$ cat src/rtl/fsm_multi_stat.sv
// Multi-rule flow statistics: snoops the packet bus, parses the IPv4 TCP/UDP 5-tuple and
// keeps saturating byte/packet counters per masked rule, with a read / read-and-clear port.
module fsm_multi_stat #(
    parameter int RULE_NUM  = 4,
    parameter int BYTE_W    = 40,
    parameter int PKT_W     = 32,
    parameter int MULTI_HIT = 0
) (
    input  logic                      clk,
    input  logic                      rst_n,
    input  logic                      cnt_rst,
    input  logic [133:0]              pktin_data,
    input  logic                      pktin_data_wr,
    input  logic [104*RULE_NUM-1:0]   rule_5tuple,
    input  logic [104*RULE_NUM-1:0]   rule_mask,
    input  logic [RULE_NUM-1:0]       rule_en,
    input  logic                      cnt_rd_req,
    input  logic [3:0]                cnt_rd_idx,
    input  logic                      cnt_rd_clr,
    output logic                      cnt_rd_ack,
    output logic [BYTE_W-1:0]         cnt_rd_byte,
    output logic [PKT_W-1:0]          cnt_rd_pkt,
    output logic [31:0]               miss_pkt_num
);

    typedef enum logic [2:0] {
        S_IDLE, S_MD1, S_ETH, S_IP, S_L4, S_MATCH, S_WAIT_TAIL
    } state_t;

    state_t              state;
    logic                vlan;
    logic [11:0]         len;
    logic [103:0]        tuple;
    logic                tail_seen;

    logic                is_head;
    logic                is_tail;
    logic                ip_ok;
    logic                upd;
    logic [11:0]         byte_inc;
    logic [RULE_NUM-1:0] hit;
    logic [RULE_NUM-1:0] count_vec;
    logic                unused_bits;

    logic [BYTE_W-1:0]   byte_cnt [RULE_NUM];
    logic [PKT_W-1:0]    pkt_cnt  [RULE_NUM];
    logic [BYTE_W-1:0]   byte_nxt [RULE_NUM];
    logic [PKT_W-1:0]    pkt_nxt  [RULE_NUM];
    logic [BYTE_W-1:0]   rd_byte;
    logic [PKT_W-1:0]    rd_pkt;

    assign is_head     = pktin_data_wr && (pktin_data[133:132] == 2'b01);
    assign is_tail     = pktin_data_wr && (pktin_data[133:132] == 2'b10);
    assign unused_bits = ^pktin_data[131:128];

    // Tagged frames carry the inner ethertype in the IP beat, shifting the IPv4 header by 4 bytes.
    assign ip_ok = vlan ? ((pktin_data[127:112] == 16'h0800) &&
                           (pktin_data[39:32] == 8'h06 || pktin_data[39:32] == 8'h11))
                        : (pktin_data[71:64] == 8'h06 || pktin_data[71:64] == 8'h11);

    // NOTE: sequential state uses non-blocking assignments so every flop samples pre-edge values.
    always_ff @(posedge clk or negedge rst_n) begin
        if (!rst_n) begin
            state     <= S_IDLE;
            vlan      <= 1'b0;
            len       <= '0;
            tuple     <= '0;
            tail_seen <= 1'b0;
        end else if (is_head) begin
            state     <= S_MD1;
            len       <= pktin_data[107:96];
            vlan      <= 1'b0;
            tuple     <= '0;
            tail_seen <= 1'b0;
        end else begin
            if (is_tail)
                tail_seen <= 1'b1;
            case (state)
                S_IDLE: ;
                S_MD1: if (pktin_data_wr) state <= is_tail ? S_IDLE : S_ETH;
                S_ETH: if (pktin_data_wr) begin
                    if (is_tail) state <= S_IDLE;
                    else if (pktin_data[31:16] == 16'h8100) begin
                        vlan  <= 1'b1;
                        state <= S_IP;
                    end else if (pktin_data[31:16] == 16'h0800) begin
                        vlan  <= 1'b0;
                        state <= S_IP;
                    end else state <= S_WAIT_TAIL;
                end
                S_IP: if (pktin_data_wr) begin
                    if (is_tail) state <= S_IDLE;
                    else if (!ip_ok) state <= S_WAIT_TAIL;
                    else begin
                        if (vlan) begin
                            tuple[39:32]  <= pktin_data[39:32];
                            tuple[103:88] <= pktin_data[15:0];
                        end else begin
                            tuple[39:32]  <= pktin_data[71:64];
                            tuple[103:72] <= pktin_data[47:16];
                            tuple[71:56]  <= pktin_data[15:0];
                        end
                        state <= S_L4;
                    end
                end
                S_L4: if (pktin_data_wr) begin
                    if (is_tail) state <= S_IDLE;
                    else begin
                        if (vlan) begin
                            tuple[87:72] <= pktin_data[127:112];
                            tuple[71:40] <= pktin_data[111:80];
                            tuple[31:16] <= pktin_data[79:64];
                            tuple[15:0]  <= pktin_data[63:48];
                        end else begin
                            tuple[55:40] <= pktin_data[127:112];
                            tuple[31:16] <= pktin_data[111:96];
                            tuple[15:0]  <= pktin_data[95:80];
                        end
                        state <= S_MATCH;
                    end
                end
                S_MATCH:     state <= (tail_seen || is_tail) ? S_IDLE : S_WAIT_TAIL;
                S_WAIT_TAIL: if (is_tail) state <= S_IDLE;
                default:     state <= S_IDLE;
            endcase
        end
    end

    // NOTE: every always_comb output gets a default first, so no path can infer a latch.
    always_comb begin
        hit = '0;
        for (int i = 0; i < RULE_NUM; i++)
            hit[i] = rule_en[i] &&
                     (((tuple ^ rule_5tuple[104*i +: 104]) & rule_mask[104*i +: 104]) == '0);
    end

    // A head beat during MATCH aborts the packet, so it must not be counted.
    assign upd       = (state == S_MATCH) && !is_head && !cnt_rst;
    assign count_vec = (MULTI_HIT != 0) ? hit : (hit & (~hit + RULE_NUM'(1)));
    assign byte_inc  = (len > 12'd32) ? (len - 12'd32) : 12'd0;

    // Read-clear zeroes the base before the increment so a same-cycle update is never lost.
    always_comb begin : next_cnt
        logic [BYTE_W-1:0] byte_base;
        logic [PKT_W-1:0]  pkt_base;
        logic [BYTE_W:0]   byte_sum;
        for (int i = 0; i < RULE_NUM; i++) begin
            if (cnt_rd_req && cnt_rd_clr && (cnt_rd_idx == 4'(i))) begin
                byte_base = '0;
                pkt_base  = '0;
            end else begin
                byte_base = byte_cnt[i];
                pkt_base  = pkt_cnt[i];
            end
            byte_sum    = {1'b0, byte_base} + (BYTE_W+1)'(byte_inc);
            byte_nxt[i] = byte_base;
            pkt_nxt[i]  = pkt_base;
            if (upd && count_vec[i]) begin
                byte_nxt[i] = byte_sum[BYTE_W] ? '1 : byte_sum[BYTE_W-1:0];
                pkt_nxt[i]  = (pkt_base == '1) ? pkt_base : pkt_base + PKT_W'(1);
            end
            if (cnt_rst) begin
                byte_nxt[i] = '0;
                pkt_nxt[i]  = '0;
            end
        end
    end

    // NOTE: the counter arrays are reset because they are architectural state read by software.
    always_ff @(posedge clk or negedge rst_n) begin
        if (!rst_n) begin
            for (int i = 0; i < RULE_NUM; i++) begin
                byte_cnt[i] <= '0;
                pkt_cnt[i]  <= '0;
            end
            miss_pkt_num <= '0;
        end else begin
            for (int i = 0; i < RULE_NUM; i++) begin
                byte_cnt[i] <= byte_nxt[i];
                pkt_cnt[i]  <= pkt_nxt[i];
            end
            if (cnt_rst)
                miss_pkt_num <= '0;
            else if (upd && (hit == '0) && (miss_pkt_num != '1))
                miss_pkt_num <= miss_pkt_num + 32'd1;
        end
    end

    // Out-of-range indices fall through the mux and read as zero.
    always_comb begin
        rd_byte = '0;
        rd_pkt  = '0;
        for (int i = 0; i < RULE_NUM; i++) begin
            if (cnt_rd_idx == 4'(i)) begin
                rd_byte = byte_cnt[i];
                rd_pkt  = pkt_cnt[i];
            end
        end
    end

    always_ff @(posedge clk or negedge rst_n) begin
        if (!rst_n) begin
            cnt_rd_ack  <= 1'b0;
            cnt_rd_byte <= '0;
            cnt_rd_pkt  <= '0;
        end else begin
            cnt_rd_ack <= cnt_rd_req;
            if (cnt_rd_req) begin
                cnt_rd_byte <= cnt_rst ? '0 : rd_byte;
                cnt_rd_pkt  <= cnt_rst ? '0 : rd_pkt;
            end
        end
    end

endmodule

$ cat config.mk
export PLATFORM = sky130hd
export DESIGN_NAME = fsm_multi_stat
export DESIGN_NICKNAME = d
export VERILOG_FILES = /design/src/rtl/fsm_multi_stat.sv
export SDC_FILE = /design/constraint.sdc
export NUM_CORES = 2
export LEC_CHECK = 0
export ABC_AREA = 0
export CORE_AREA = 2 2 421 423
export DETAILED_ROUTE_END_ITERATION = 8
export DIE_AREA = 0 0 423 425
export DONT_BUFFER_PORTS = 1
export GPL_TIMING_DRIVEN = 0
export PLACE_DENSITY = 0.44
export RECOVER_POWER = 25
export REMOVE_ABC_BUFFERS = 1
export SYNTH_ARGS = -nofsm -noshare
export SYNTH_HDL_FRONTEND = slang
export SYNTH_SLANG_ARGS = --single-unit
$ cat constraint.sdc
create_clock -name clk -period 13.8 [get_ports clk]
set_clock_uncertainty 0.05 [all_clocks]
set_input_delay 2.76 -clock clk [delete_from_list [all_inputs] [get_ports clk]]
set_output_delay 2.76 -clock clk [all_outputs]
set_load 0.02 [all_outputs]
==> Flow_metrics.wiki <==
{| class="wikitable"
! Metric !! Value
|-
| Synthesis warning total || 0
|-
| Relative slew margins || -125.6%
|-
| Via/cell ratio || 5.801
|-
| Area of all placed cells without fillers || 43,210 µm²
|-
| Multi-input combinational cell area || 23,400 µm²
|-
| Antenna viol nets, final || 0
|-
| Outcome || finished, violations left
|-
| Filler cell count || roughly 19k
|-
| Antenna violations before repair || 206
|-
| Combinational Power Share || just under 30%
|-
| Sequential fraction of the synthesis area || 33.84%
|-
| Half-perimeter wire length after detailed placement || around 280,000 µm
|-
| Number of clock sinks || a little over 500
|-
| Total vias in the final route || 39.20k
|-
| Top flip-flop cell by instance count after synthesis || sky130_fd_sc_hd__dfrtp_1
|-
| Latest clock arrival within the worst-skew pair || around 0.70 ns
|-
| Ports || 1,085
|-
| Total standard cell area after synthesis || 38,000 µm²
|-
| Crit path capture type || register
|-
| Count of buffer and inverter cells on the critical path || 1
|-
| Critical Path Slowest Stage Cell || sky130_fd_sc_hd__nor4b_1
|-
| Place WS || 5.057 ns
|-
| Synthesis-to-layout area growth || 13.69%
|-
| Post-DP Area || 40,470 µm²
|-
| Unique masters post-synth || 99
|-
| Post-DR wirelength/cell || 48.29 µm
|-
| Iteration-0 DRC count of the detailed router || 5,205
|-
| Post-synthesis area per instance || 8.550 µm²
|-
| Clk network pwr share || 33.2%
|-
| Number of hold violations in the final report || 0
|-
| Die width || 423 µm
|-
| Maximum number of pins on one net before global-route repair || 515
|-
| Launching element type of the critical path || input port
|-
| Routability-driven placement congestion ratio || 1.142
|-
| Storage element area || 12,870 µm²
|-
| Total power draw || 5.915 mW
|-
| Failing checks || max-capacitance violations, max-slew violations
|-
| Category of cells accounting for the largest share of critical-path delay || simple AND/OR/NAND/NOR gates
|-
| Count of H-tree levels built during CTS || 3
|-
| Setup slack of the critical path after layout || 5.214 ns
|-
| Sw Share || 45.01%
|-
| Most frequent cells in the layout || sky130_fd_sc_hd__dfrtp_1 (513), sky130_fd_sc_hd__nand2_1 (502), sky130_fd_sc_hd__xor2_1 (486)
|-
| DRC violations left || 0
|-
| Number of synthesized flops with an enable pin || 0
|-
| Register clock-pin slew on the reported worst setup and hold paths || roughly 0.060 ns
|-
| Global-route wire length before repair || 405,500 µm
|-
| Chip height || 425 µm
|-
| Critical path type || input port to register
|-
| Via count of the first global-routing pass || 35.61k
|-
| Total setup violations reported at the end of the flow || 0
|-
| Net count, final || around 5.3k
|-
| CP arrival || 9.12 ns
|-
| Cell chain of the critical path || nor4b_1, buf_4, nand3_4, and2_1, ha_1, nor2b_1, o211ai_1, a211oi_1, o21ai_0, a31o_2, a21oi_1, and3_1, nand2_1, a21oi_1
|-
| Final count of pins violating max slew || 130
|-
| Root buffer selected by CTS || sky130_fd_sc_hd__clkbuf_16
|-
| Fraction of layout cells with a size suffix above 1 || 6.337%
|-
| Share of power burned in registers || ~38%
|-
| Max-capacitance violation count || 5
|-
| Placeable Area || 175,300 µm²
|-
| PwrDens || 136.9 nW/µm²
|-
| IR drop worst, VDD || 0.1248 mV
|-
| Global-route congestion overflow total || 0
|-
| Utilization after layout || between 20% and 30%
|-
| Required @ worst endpoint || 14.33 ns
|-
| Clock tree from TritonCTS || done
|-
| Cell repeated most along the worst path || sky130_fd_sc_hd__a21oi_1
|-
| Internal || 3.252 mW
|-
| Setup fix buffers added after clock tree synthesis || 0
|-
| Launch instance of the worst register-to-register path || tuple[34]
|-
| Number of cells produced by synthesis || 4,445
|-
| Count of instances resized after the clock tree is built || 0
|-
| Switching component of the power || 2.662 mW
|-
| Num CTS Buffers || 72
|-
| Row Count || 154
|-
| Asr flop ratio synth || 100.0%
|-
| Worst setup startpoint || cnt_rd_idx[0]
|-
| Final Critical Period || 8.586 ns
|-
| I/O Buffers || 0
|-
| Worst hold path class || register to register
|-
| Leak Pwr || 17.39 nW
|-
| Fmax || 116.5 MHz
|-
| Stage delay of the slowest cell on the critical path || 0.87 ns
|-
| Period utilization || slightly above 60%
|-
| Total die area || 179,800 µm²
|-
| Initial core utilization || 21.67%
|-
| Final routed wirelength across all metal layers || 326,300 µm
|-
| Max Fanout on Critical Path || 82
|-
| Beginning of the worst hold path || len[2]
|-
| Setup TNS Final || 0 ns
|-
| Setup repair after global routing missed its margin || no
|-
| Hold buffers post-CTS || 0
|-
| Most common library cell in the layout ignoring fill and taps || sky130_fd_sc_hd__dfrtp_1
|-
| Yosys reg bits || just over 500
|-
| Maximum count of clock buffers along a single path || 3
|-
| All-Layer GR Usage || 35.01%
|-
| Pre-Repair DR Iteration Count || 7
|-
| Slew at the pin with the worst max-slew slack || 3.383 ns
|}
==> metal layers <==
layer,share of wire (%),vias to the layer above,track usage [%]
met4,5.8,78,17.03
li1,-,15990,-
met5,0.17,-,0
met2,43,2720,52.42
met1,39,19750,42.07
met3,12,659,16.36
==> sequential cells by signal (all words and copies together) (netlist names) <==
name	cells
byte_cnt	160
cnt_rd_ack	1
cnt_rd_byte	40
cnt_rd_pkt	32
len	12
miss_pkt_num	32
pkt_cnt	128
state	3
tail_seen	1
tuple	104
vlan	1
==> power by group through the flow <==
| stage | clock network (mW) | logic (mW) | registers [mW] |
|---|---|---|---|
| CTS | 2.01 | 1.60 | 2.17 |
| finish | 1.96 | 1.71 | 2.24 |
| global placement | 0 | 1.58 | 2.20 |
| global route | 2.06 | 1.74 | 2.18 |
| detailed placement | 0 | 1.59 | 2.20 |
| floorplan | 0 | 0.874 | 1.82 |
==> path summary, 6_finish.rpt <==
kind	endpoint	slack, ns	depth (start not counted)
min in group asynchronous	cnt_rd_pkt[28]	1.71	0
max	byte_cnt[105]	5.21	14
max reg2reg	pkt_cnt[63]	7.36	12
min reg2reg	len[2]	0.45	2
max in group asynchronous	vlan	9.11	3
min	len[2]	0.45	2
==> tightest hold or removal path: stages (launching register included) <==
cell	delay [ns]
sky130_fd_sc_hd__dfrtp_1	0.36
sky130_fd_sc_hd__nand2_1	0.06
sky130_fd_sc_hd__nand2_1	0.06
==> kinds of logic (layout without fill, tap and decap cells) <==
group                      after synthesis  count (layout)  share of synthesized area, %
xor gates and xnor gates               591             591                         13.62
and+or+nand+nor                       1596            1596                         21.24
buffers and inverters                  487             334                         4.873
adders and majority gates               56              56                         1.910
muxes                                  216             216                         5.844
DFF                                    514             514                         33.84
AOI/OAI and AO/OA                      985             985                         18.67
other                                    0             125                             0
==> cell usage after synthesis, drive strengths merged (27+ instances only) <==
master  number  area (µm²)
clkbuf     327        1227
nor2       237       892.1
o31ai      114       874.6
xnor2      105       919.6
ha          50       625.6
a211o       53       464.2
and3        95       595.6
dfrtp      514       12860
o22ai       27       168.9
a21oi      128       640.6
nand4      194        1229
nand3      159       808.3
mux2i      169        1692
nor4        65       434.2
a22oi      259        1963
nor3        85       435.4
mux2        47       529.3
inv        145       544.3
nand2      507        1911
a221oi      53       464.2
a222oi      30       300.3
xor2       486        4257
o21ai      145       725.7
and2        97       609.3
==> per-stage QoR <==
stage,hold WS [ns],std cells
finish,0.4487,6757
floorplan,0.4008,4103
CTS,0.4492,6629
global placement,0.4375,6443
global route,0.4749,6694
detailed placement,0.4343,6499
==> area by class of cell <==
| type | instances | share of cell area (%) |
|---|---|---|
| clock inverters | 20 | 0.6226 |
| multi-input cells | 3444 | 54.16 |
| repair buffers | 59 | 1.711 |
| well taps | 2340 | 6.776 |
| flip-flops and latches | 514 | 29.78 |
| inverters | 145 | 1.260 |
| clock buffers | 110 | 4.964 |
| diodes | 125 | 0.7240 |
(Power assumes the default switching activity.)
